File: config.mk
export PLATFORM = sky130hd
export DESIGN_NAME = mult_sequencer
export DESIGN_NICKNAME = d
export VERILOG_FILES = /design/src/rtl/mult_pkg.sv /design/src/rtl/mult_step_counter.sv /design/src/rtl/mult_sequencer.sv
export SDC_FILE = /design/constraint.sdc
export NUM_CORES = 1
export LEC_CHECK = 0
export ABC_AREA = 1
export CORE_AREA = 4 4 41 43
export CTS_BUF_LIST = sky130_fd_sc_hd__clkbuf_4 sky130_fd_sc_hd__clkbuf_8
export DETAILED_ROUTE_END_ITERATION = 6
export DIE_AREA = 0 0 45 47
export GPL_ROUTABILITY_DRIVEN = 0
export GPL_TIMING_DRIVEN = 0
export PLACE_DENSITY = 0.75
export SETUP_SLACK_MARGIN = 0.1
export SYNTH_ARGS = -nofsm -noshare
export SYNTH_HDL_FRONTEND = slang
export SYNTH_SLANG_ARGS = --single-unit
File: constraint.sdc
create_clock -name clk -period 2.4 [get_ports clk]
set_input_delay 0.72 -clock clk [delete_from_list [all_inputs] [get_ports clk]]
set_output_delay 0.72 -clock clk [all_outputs]
set_load 0.005 [all_outputs]
File: src/rtl/mult_pkg.sv
`default_nettype none
// ============================================================================
// Module      : mult_pkg
// Description : Shared state encoding and default operand width for the
//               serial multiply sequencer.
// Revision    : 1.0 - initial release
// ============================================================================
package mult_pkg;

   localparam int DEFAULT_WIDTH = 8;

   typedef enum logic [1:0] {
      S_IDLE = 2'd0,
      S_LOAD = 2'd1,
      S_RUN  = 2'd2,
      S_DONE = 2'd3
   } state_t;

endpackage
`default_nettype wire

File: src/rtl/mult_step_counter.sv
`default_nettype none
// ============================================================================
// Module      : mult_step_counter
// Description : Synchronous clear/enable up-counter that saturates at
//               TERMINAL-1 and flags that value.
// Revision    : 1.0 - initial release
// ============================================================================
module mult_step_counter #(
   parameter int TERMINAL = 16,
   parameter int CNT_W    = 5
) (
   input  logic             clk,
   input  logic             rst,
   input  logic             i_clr,
   input  logic             i_en,
   output logic [CNT_W-1:0] o_cnt,
   output logic             o_tc
);

   logic [CNT_W-1:0] r_cnt;
   logic             w_tc;

   assign w_tc = (r_cnt == CNT_W'(TERMINAL - 1));

   // Holding at the terminal value keeps the count in range without wrapping
   always_ff @(posedge clk) begin
      if (rst || i_clr) begin
         r_cnt <= '0;
      end else if (i_en && !w_tc) begin
         r_cnt <= r_cnt + CNT_W'(1);
      end
   end

   assign o_cnt = r_cnt;
   assign o_tc  = w_tc;

endmodule
`default_nettype wire

File: src/rtl/mult_sequencer.sv
`default_nettype none
// ============================================================================
// Module      : mult_sequencer
// Description : Load/run/done control FSM for the serial shift-add multiply
//               datapath with a start/busy/done handshake.
// Revision    : 1.0 - initial release
// ============================================================================
module mult_sequencer
   import mult_pkg::*;
#(
   parameter int WIDTH      = DEFAULT_WIDTH,
   parameter int RUN_CYCLES = 2 * WIDTH,
   parameter int CNT_W      = $clog2(RUN_CYCLES + 1)
) (
   input  logic             clk,
   input  logic             rst,
   input  logic             clr,
   input  logic             start,
   output logic             busy,
   output logic             done,
   output logic             done_pulse,
   output logic             ld_x,
   output logic             ld_y,
   output logic             shift_y,
   output logic             spm_clr,
   output logic             prod_clr,
   output logic             prod_shift,
   output logic [CNT_W-1:0] run_cnt
);

   state_t           r_state;
   state_t           w_next_state;
   logic             r_start_q;
   logic             r_was_done;
   logic             w_trig;
   logic             w_tc;
   logic [CNT_W-1:0] w_cnt;

   // start_q follows start even through reset so a level held across reset
   // release is not mistaken for a fresh request
   always_ff @(posedge clk) begin
      r_start_q <= start;
   end

   assign w_trig = start & ~r_start_q;

   always_ff @(posedge clk) begin
      if (rst || clr) begin
         r_state    <= S_IDLE;
         r_was_done <= 1'b0;
      end else begin
         r_state    <= w_next_state;
         r_was_done <= (r_state == S_DONE);
      end
   end

   mult_step_counter #(
      .TERMINAL (RUN_CYCLES),
      .CNT_W    (CNT_W)
   ) u_step_counter (
      .clk   (clk),
      .rst   (rst),
      .i_clr (clr || (r_state == S_LOAD)),
      .i_en  (r_state == S_RUN),
      .o_cnt (w_cnt),
      .o_tc  (w_tc)
   );

   always_comb begin
      w_next_state = r_state;
      busy         = 1'b0;
      done         = 1'b0;
      done_pulse   = 1'b0;
      ld_x         = 1'b0;
      ld_y         = 1'b0;
      shift_y      = 1'b0;
      spm_clr      = 1'b0;
      prod_clr     = 1'b0;
      prod_shift   = 1'b0;
      case (r_state)
         S_IDLE: begin
            if (w_trig) w_next_state = S_LOAD;
         end
         S_LOAD: begin
            busy         = 1'b1;
            ld_x         = 1'b1;
            ld_y         = 1'b1;
            spm_clr      = 1'b1;
            prod_clr     = 1'b1;
            w_next_state = S_RUN;
         end
         S_RUN: begin
            busy       = 1'b1;
            shift_y    = 1'b1;
            prod_shift = 1'b1;
            if (w_tc) w_next_state = S_DONE;
         end
         S_DONE: begin
            done       = 1'b1;
            done_pulse = ~r_was_done;
            if (w_trig) w_next_state = S_LOAD;
         end
         default: w_next_state = S_IDLE;
      endcase
   end

   assign run_cnt = w_cnt;

endmodule
`default_nettype wire

==> results of run 1 <==
==> power by group through the flow <==
stage | Clock [uW] | Combinational, uW | Sequential (uW)
detailed placement | 0 | 51.1 | 159
global route | 139 | 56.5 | 156
floorplan | 0 | 27.1 | 158
finish | 127 | 51.5 | 155
CTS | 131 | 51.9 | 156
global placement | 0 | 50.6 | 159
==> synth_stat cells (all sizes together) <==
library cell	number	area, um2
ha	6	75.1
nor2	12	60.1
buf	4	30.0
nand3	3	15.0
dfxtp	9	180
clkinv	1	3.75
o21bai	1	11.3
a21oi	3	15.0
and3	1	6.26
inv	12	45.0
nand2	16	67.6
xor2	1	8.76
==> logic make-up after synthesis <==
logic type               after synthesis  synth area share [%]
flip-flops                             9                  34.8
AND/OR/NAND/NOR                       32                  28.7
AO/OA/AOI/OAI                          4                  5.07
XOR/XNOR                               1                  1.69
adder cells (fa/ha/maj)                6                  14.5
buffers and inverters                 17                  15.2
==> sequential cells by signal, summed over array words and instances (netlist names) <==
signal	count
r_state	2
u_step_counter.o_cnt	5
r_start_q	1
r_was_done	1
==> metrics by stage <==
| step | cells | cell area [um2] | setup slack [ns] | power [uW] | hold WS [ns] |
|---|---|---|---|---|---|
| 6_report | 105 | 744 | 0.166 | 334 | 0.493 |
| 5_1_grt | 105 | 744 | 0.105 | 351 | 0.521 |
| 4_1_cts | 105 | 741 | 0.132 | 339 | 0.517 |
| 3_5_place_dp | 101 | 707 | 0.357 | 210 | 0.504 |
| 3_3_place_gp | 101 | 707 | 0.366 | 209 | 0.488 |
| 2_1_floorplan | 69 | 518 | 0.849 | 185 | 0.468 |
==> routing by layer <==
metal | track usage [%] | wire (um)
met3 | 3.83 | 68
met4 | 7.02 | 19
met1 | 12.6 | 455
met5 | 0 | 0
met2 | 16.9 | 437
==> critical path, delay by kind of cell, from the launching register on <==
| family | cells | cell delay (ns) |
|---|---|---|
| buffers and inverters | 3 | 0.61 |
| DFF | 1 | 0.37 |
| adders and majority gates | 1 | 0.27 |
==> path summary, 6_finish.rpt <==
path,from,slack [ns],end,cells after the start
max reg2reg,u_step_counter.o_cnt[0]$_SDFFE_PP0P_,0.90,u_step_counter.o_cnt[3]$_SDFFE_PP0P_,10
min,r_state[1]$_SDFFE_PP0P_,0.49,r_state[1]$_SDFFE_PP0P_,2
min reg2reg,r_state[1]$_SDFFE_PP0P_,0.49,r_state[1]$_SDFFE_PP0P_,2
max,r_state[0]$_SDFFE_PP0P_,0.17,busy,4
==> cell type report <==
| type | instances | share of cell area (%) |
|---|---|---|
| Buffer | 4 | 4.03 |
| Sequential cell | 9 | 24.9 |
| Clock buffer | 4 | 4.03 |
| Timing Repair Buffer | 17 | 22.9 |
| Inverter | 13 | 6.55 |
| Tap cell | 15 | 2.52 |
| Multi-Input combinational cell | 43 | 35.1 |
==> timing repair <==
action | in CTS | in global routing
buffers inserted | 0 | 0
endpoints found under the setup margin | 2 | 4
gates resized for setup | 2 | 2
==> qor.yml, run 1 <==
gr-total-overflow: 0
max_cap_viol_count: 0
hold_path.class: "reg -> reg"
layout_common_cells: "clkdlybuf4s50_1 (17), nand2_1 (15), inv_1 (12)"
p_sw_share_pct: 22.8
p_sw_uw: 76.1
layout-drive-gt1-share_pct: 18.9
grt_max_degree: 10
slowest_stage: "clkdlybuf4s50_1"
grt_pass1_wl_mm: 1.63
p_comb_share_pct: 15.4
worstSetupPathType: "reg -> out"
ys_ff_latch: 9
clk_pin_slew_worst_paths_ns: 0.06
finalHoldViolations: 0
fin_crit_sh_pct: 93.1
setup_viol: 0
cts_hold_buf: 0
root_buffer: "clkbuf_4"
diodes: 0
route.detailed.drc: 0
power_leakage_uw: 0.000318
vias: 446
tns_ns: 0
h-tree-depth: 1
nNetsFinal: 101
cts_sinks: 9
path_common_cell: "inv_1"
viasPerCell: 4.25
drt_first_pass_iters: 4
dieWidth_um: 45
fp.dieH_um: 47
arrival_ns: 1.51
cts-buffers-inserted: 3
synth_nets: 79
pwr_density_cell_mw_per_mm2: 448
cts_tree: "yes"
wl_um: 980
relSlewSlack_pct: 89.4
syn_area_per_cell_um2: 7.51
slew_violations: 0
netlist_instances: 69
power_frac_clock_pct: 38.0
cp_cell_sequence: "inv_1 -> ha_2 -> inv_1 -> clkdlybuf4s50_1"
required_ns: 1.68
ios: 18
skew_ns: 0.00964
cts_buffer_depth: 2
area.growth.synth_to_final_pct: 43.7
final_common_cell: "clkdlybuf4s50_1"
place_hpwl_um: 753
yosys_warnings: 0
filler_cell_count: 135
seq_area_um2: 185
grt.total_usage_pct: 10.9
end_kind: "output port"
startpoint_type: "flip-flop"
slowest_delay_ns: 0.49
design.core.area_mm2: 0.00130
yosysSeqAreaShare_pct: 34.8
mappedNetlistArea_um2: 518
status: "completed"
multi_input_area_um2: 262
tightest_slew_ns: 0.159
ant_nets: 0
numPortBuffers: 17
period_minus_slack_ns: 2.23
antenna_found_initial: 0
initial_core_util_pct: 39.8
rsz0062_at_grt: "false"
insertion_delay_ns: 0.26
intPower_uw: 257
first_global_vias: 426
synth_cell_types: 15
die-area_mm2: 0.00212
wl_per_cell_um: 9.33
rows: 13
drtIter0Drc: 14
finish.utilization_pct: 57.2
max-vdd-ir-drop_v: 0.000260
critical_path.max_fanout: 5
max_freq_ghz: 0.448
pwr-share-seq_pct: 46.6
No activity file was read; power rests on OpenSTA's default activity.
==> inputs of run 2 (changes only) <==
==> constraint.sdc (replaced) <==
create_clock -name clk -period 2.4 [get_ports clk]
set_input_delay 0.48 -clock clk [delete_from_list [all_inputs] [get_ports clk]]
set_output_delay 0.48 -clock clk [all_outputs]
set_load 0.005 [all_outputs]
==> run 2 against run 1 <==
Net effect:
- final cell count stayed put
- setup slack better by 0.15 ns
- wire length shrank 1.0%
- sequential share of layout area shrank 0.43 points
- combinational power fell by 1%
- die area did not move
- sequential power hardly changed
- maximum frequency grew 7.2%
- design area fell by 1.0%
- core utilization decreased by 0.58 points
- first-iteration DRC count is 7.1% lower
- flip-flop and latch count stayed put
- critical path type unchanged
==> qor.yml, run 2 (synthesis results as in run 1) <==
layout_common_cells: "clkdlybuf4s50_1 (17), nand2_1 (15), inv_1 (12)"
post_cts_buffers: 0  # unchanged
relSlewSlack_pct: 86.1  # -3.3 points
fp.dieH_um: 47  # unchanged
wl_um: 970  # -1.0%
h-tree-depth: 1  # unchanged
ant_nets: 0  # unchanged
vias: 444  # -0.45%
finalHoldViolations: 0  # unchanged
final_common_cell: "clkdlybuf4s50_1"
initial_core_util_pct: 39.8  # unchanged
skew_ns: 0.00958  # -0.0000523 ns
power_leakage_uw: 0.000318  # about the same
cts_buffer_depth: 2  # unchanged
max-vdd-ir-drop_v: 0.000260  # about the same
antenna_found_initial: 0  # unchanged
worstSetupPathType: "reg -> out"
r2r_end: "u_step_counter.o_cnt[3]$_SDFFE_PP0P_"
dieWidth_um: 45  # unchanged
max_freq_ghz: 0.480  # +7.2%
numPortBuffers: 17  # unchanged
design.core.area_mm2: 0.00130  # unchanged
finish.utilization_pct: 56.6  # -0.58 points
wl_per_cell_um: 9.24  # -1.0%
hold_depth: 2  # unchanged
cts_hold_buf: 0  # unchanged
clk_pin_slew_worst_paths_ns: 0.06  # about the same
worstHoldStart: "r_state[1]$_SDFFE_PP0P_"
drt_first_pass_iters: 4  # unchanged
first_global_vias: 416  # -2.3%
grt_max_degree: 10  # unchanged
layout-drive-gt1-share_pct: 15.6  # -3.3 points
startpoint_type: "flip-flop"
gr-total-overflow: 0  # unchanged
fin_crit_sh_pct: 86.8  # -6.3 points
die-area_mm2: 0.00212  # unchanged
cts_sinks: 9  # unchanged
rsz0062_at_grt: "false"
pwr_density_cell_mw_per_mm2: 452  # +0.89%
tightest_slew_ns: 0.209  # +0.0492 ns
ios: 18  # unchanged
setup_slack_ns: 0.317  # +0.151 ns
insertion_delay_ns: 0.26  # about the same
area.growth.synth_to_final_pct: 42.3
critical_path.max_fanout: 5  # unchanged
end_kind: "output port"
grt.total_usage_pct: 10.7  # -0.16 points
cts-buffers-inserted: 3  # unchanged
arrival_ns: 1.60  # +0.09 ns
nNetsFinal: 101  # unchanged
rows: 13  # unchanged
period_minus_slack_ns: 2.08  # -0.151 ns
rr_startpoint: "u_step_counter.o_cnt[0]$_SDFFE_PP0P_"
max_cap_viol_count: 0  # unchanged
drtIter0Drc: 13  # -1
required_ns: 1.92  # +0.24 ns
hold_path.class: "reg -> reg"
reg2reg_setup_slack_ns: 0.89  # about the same
status: "completed"
root_buffer: "clkbuf_4"
hold_slack_ns: 0.515  # +0.0222 ns
pre_cts_ws_ns: 0.597  # +0.240 ns
setup_viol: 0  # unchanged
hold_end: "r_state[1]$_SDFFE_PP0P_"
diodes: 0  # unchanged
slew_violations: 0  # unchanged
reg2reg_depth: 10  # unchanged
grt_pass1_wl_mm: 1.60  # -1.7%
largest_register_ffs: 5  # unchanged
viasPerCell: 4.23  # -0.45%
postCtsResizedCells: 0  # -2
tns_ns: 0  # unchanged
place_hpwl_um: 753  # unchanged
route.detailed.drc: 0  # unchanged
power_uw: 333  # -0.12%
cts_tree: "yes"
run 2: worst max-delay path, cell delays in order, from the launching register on:
cell             delay (ns)
dfxtp_1                0.41
inv_1                  0.06
ha_1                   0.30
inv_1                  0.08
clkdlybuf4s50_1        0.49
run 2: power breakdown:
group | switching (uW) | leakage, uW | internal (uW)
Combinational | 21.5 | 0.000227 | 29.5
Sequential | 2.95 | 0.0000730 | 153
Clock | 51.4 | 0.0000184 | 75.3
Total | 75.8 | 0.000318 | 257
run 2: routing by layer:
layer	GRT usage [%]	wire length [um]	vias up
li1	-	-	245
met1	12.6	448	182
met2	16.4	433	13
met3	3.83	68	4
met4	7.02	19	0
met5	0	0	-
run 2: layout make-up:
class	count	area [um2]
plain buffers	4	30.0
clock buffers	4	30.0
fillers	137	564
inverters	13	48.8
multi-input cells	43	259
flip-flops and latches	9	180
well taps	15	18.8
repair buffers	17	170
run 2: worst max-delay path by stage:
stage                                    startpoint                                   end  slack (ns)  cells past startpoint
2_1_floorplan  u_step_counter.o_cnt[0]$_SDFFE_PP0P_  u_step_counter.o_cnt[3]$_SDFFE_PP0P_        1.02                     10
3_3_place_gp                r_state[0]$_SDFFE_PP0P_                                  busy        0.61                      4
3_5_place_dp                r_state[0]$_SDFFE_PP0P_                                  busy        0.60                      4
4_1_cts                     r_state[0]$_SDFFE_PP0P_                                  busy        0.30                      4
5_1_grt                     r_state[0]$_SDFFE_PP0P_                                  busy        0.25                      4
6_report                    r_state[0]$_SDFFE_PP0P_                                  busy        0.32                      4
run 2: stage by stage:
step                      cell area, um2  instances
after detailed placement             707        101
after floorplan                      518         69
final                                737        105
after CTS                            737        105
after global routing                 737        105
after global placement               707        101
==> inputs of run 3 (changes only) <==
- CTS_CLUSTER_DIAMETER: unset -> 40
==> results of run 3 <==
Final layout, timing and power as in run 2 (identical DEF).
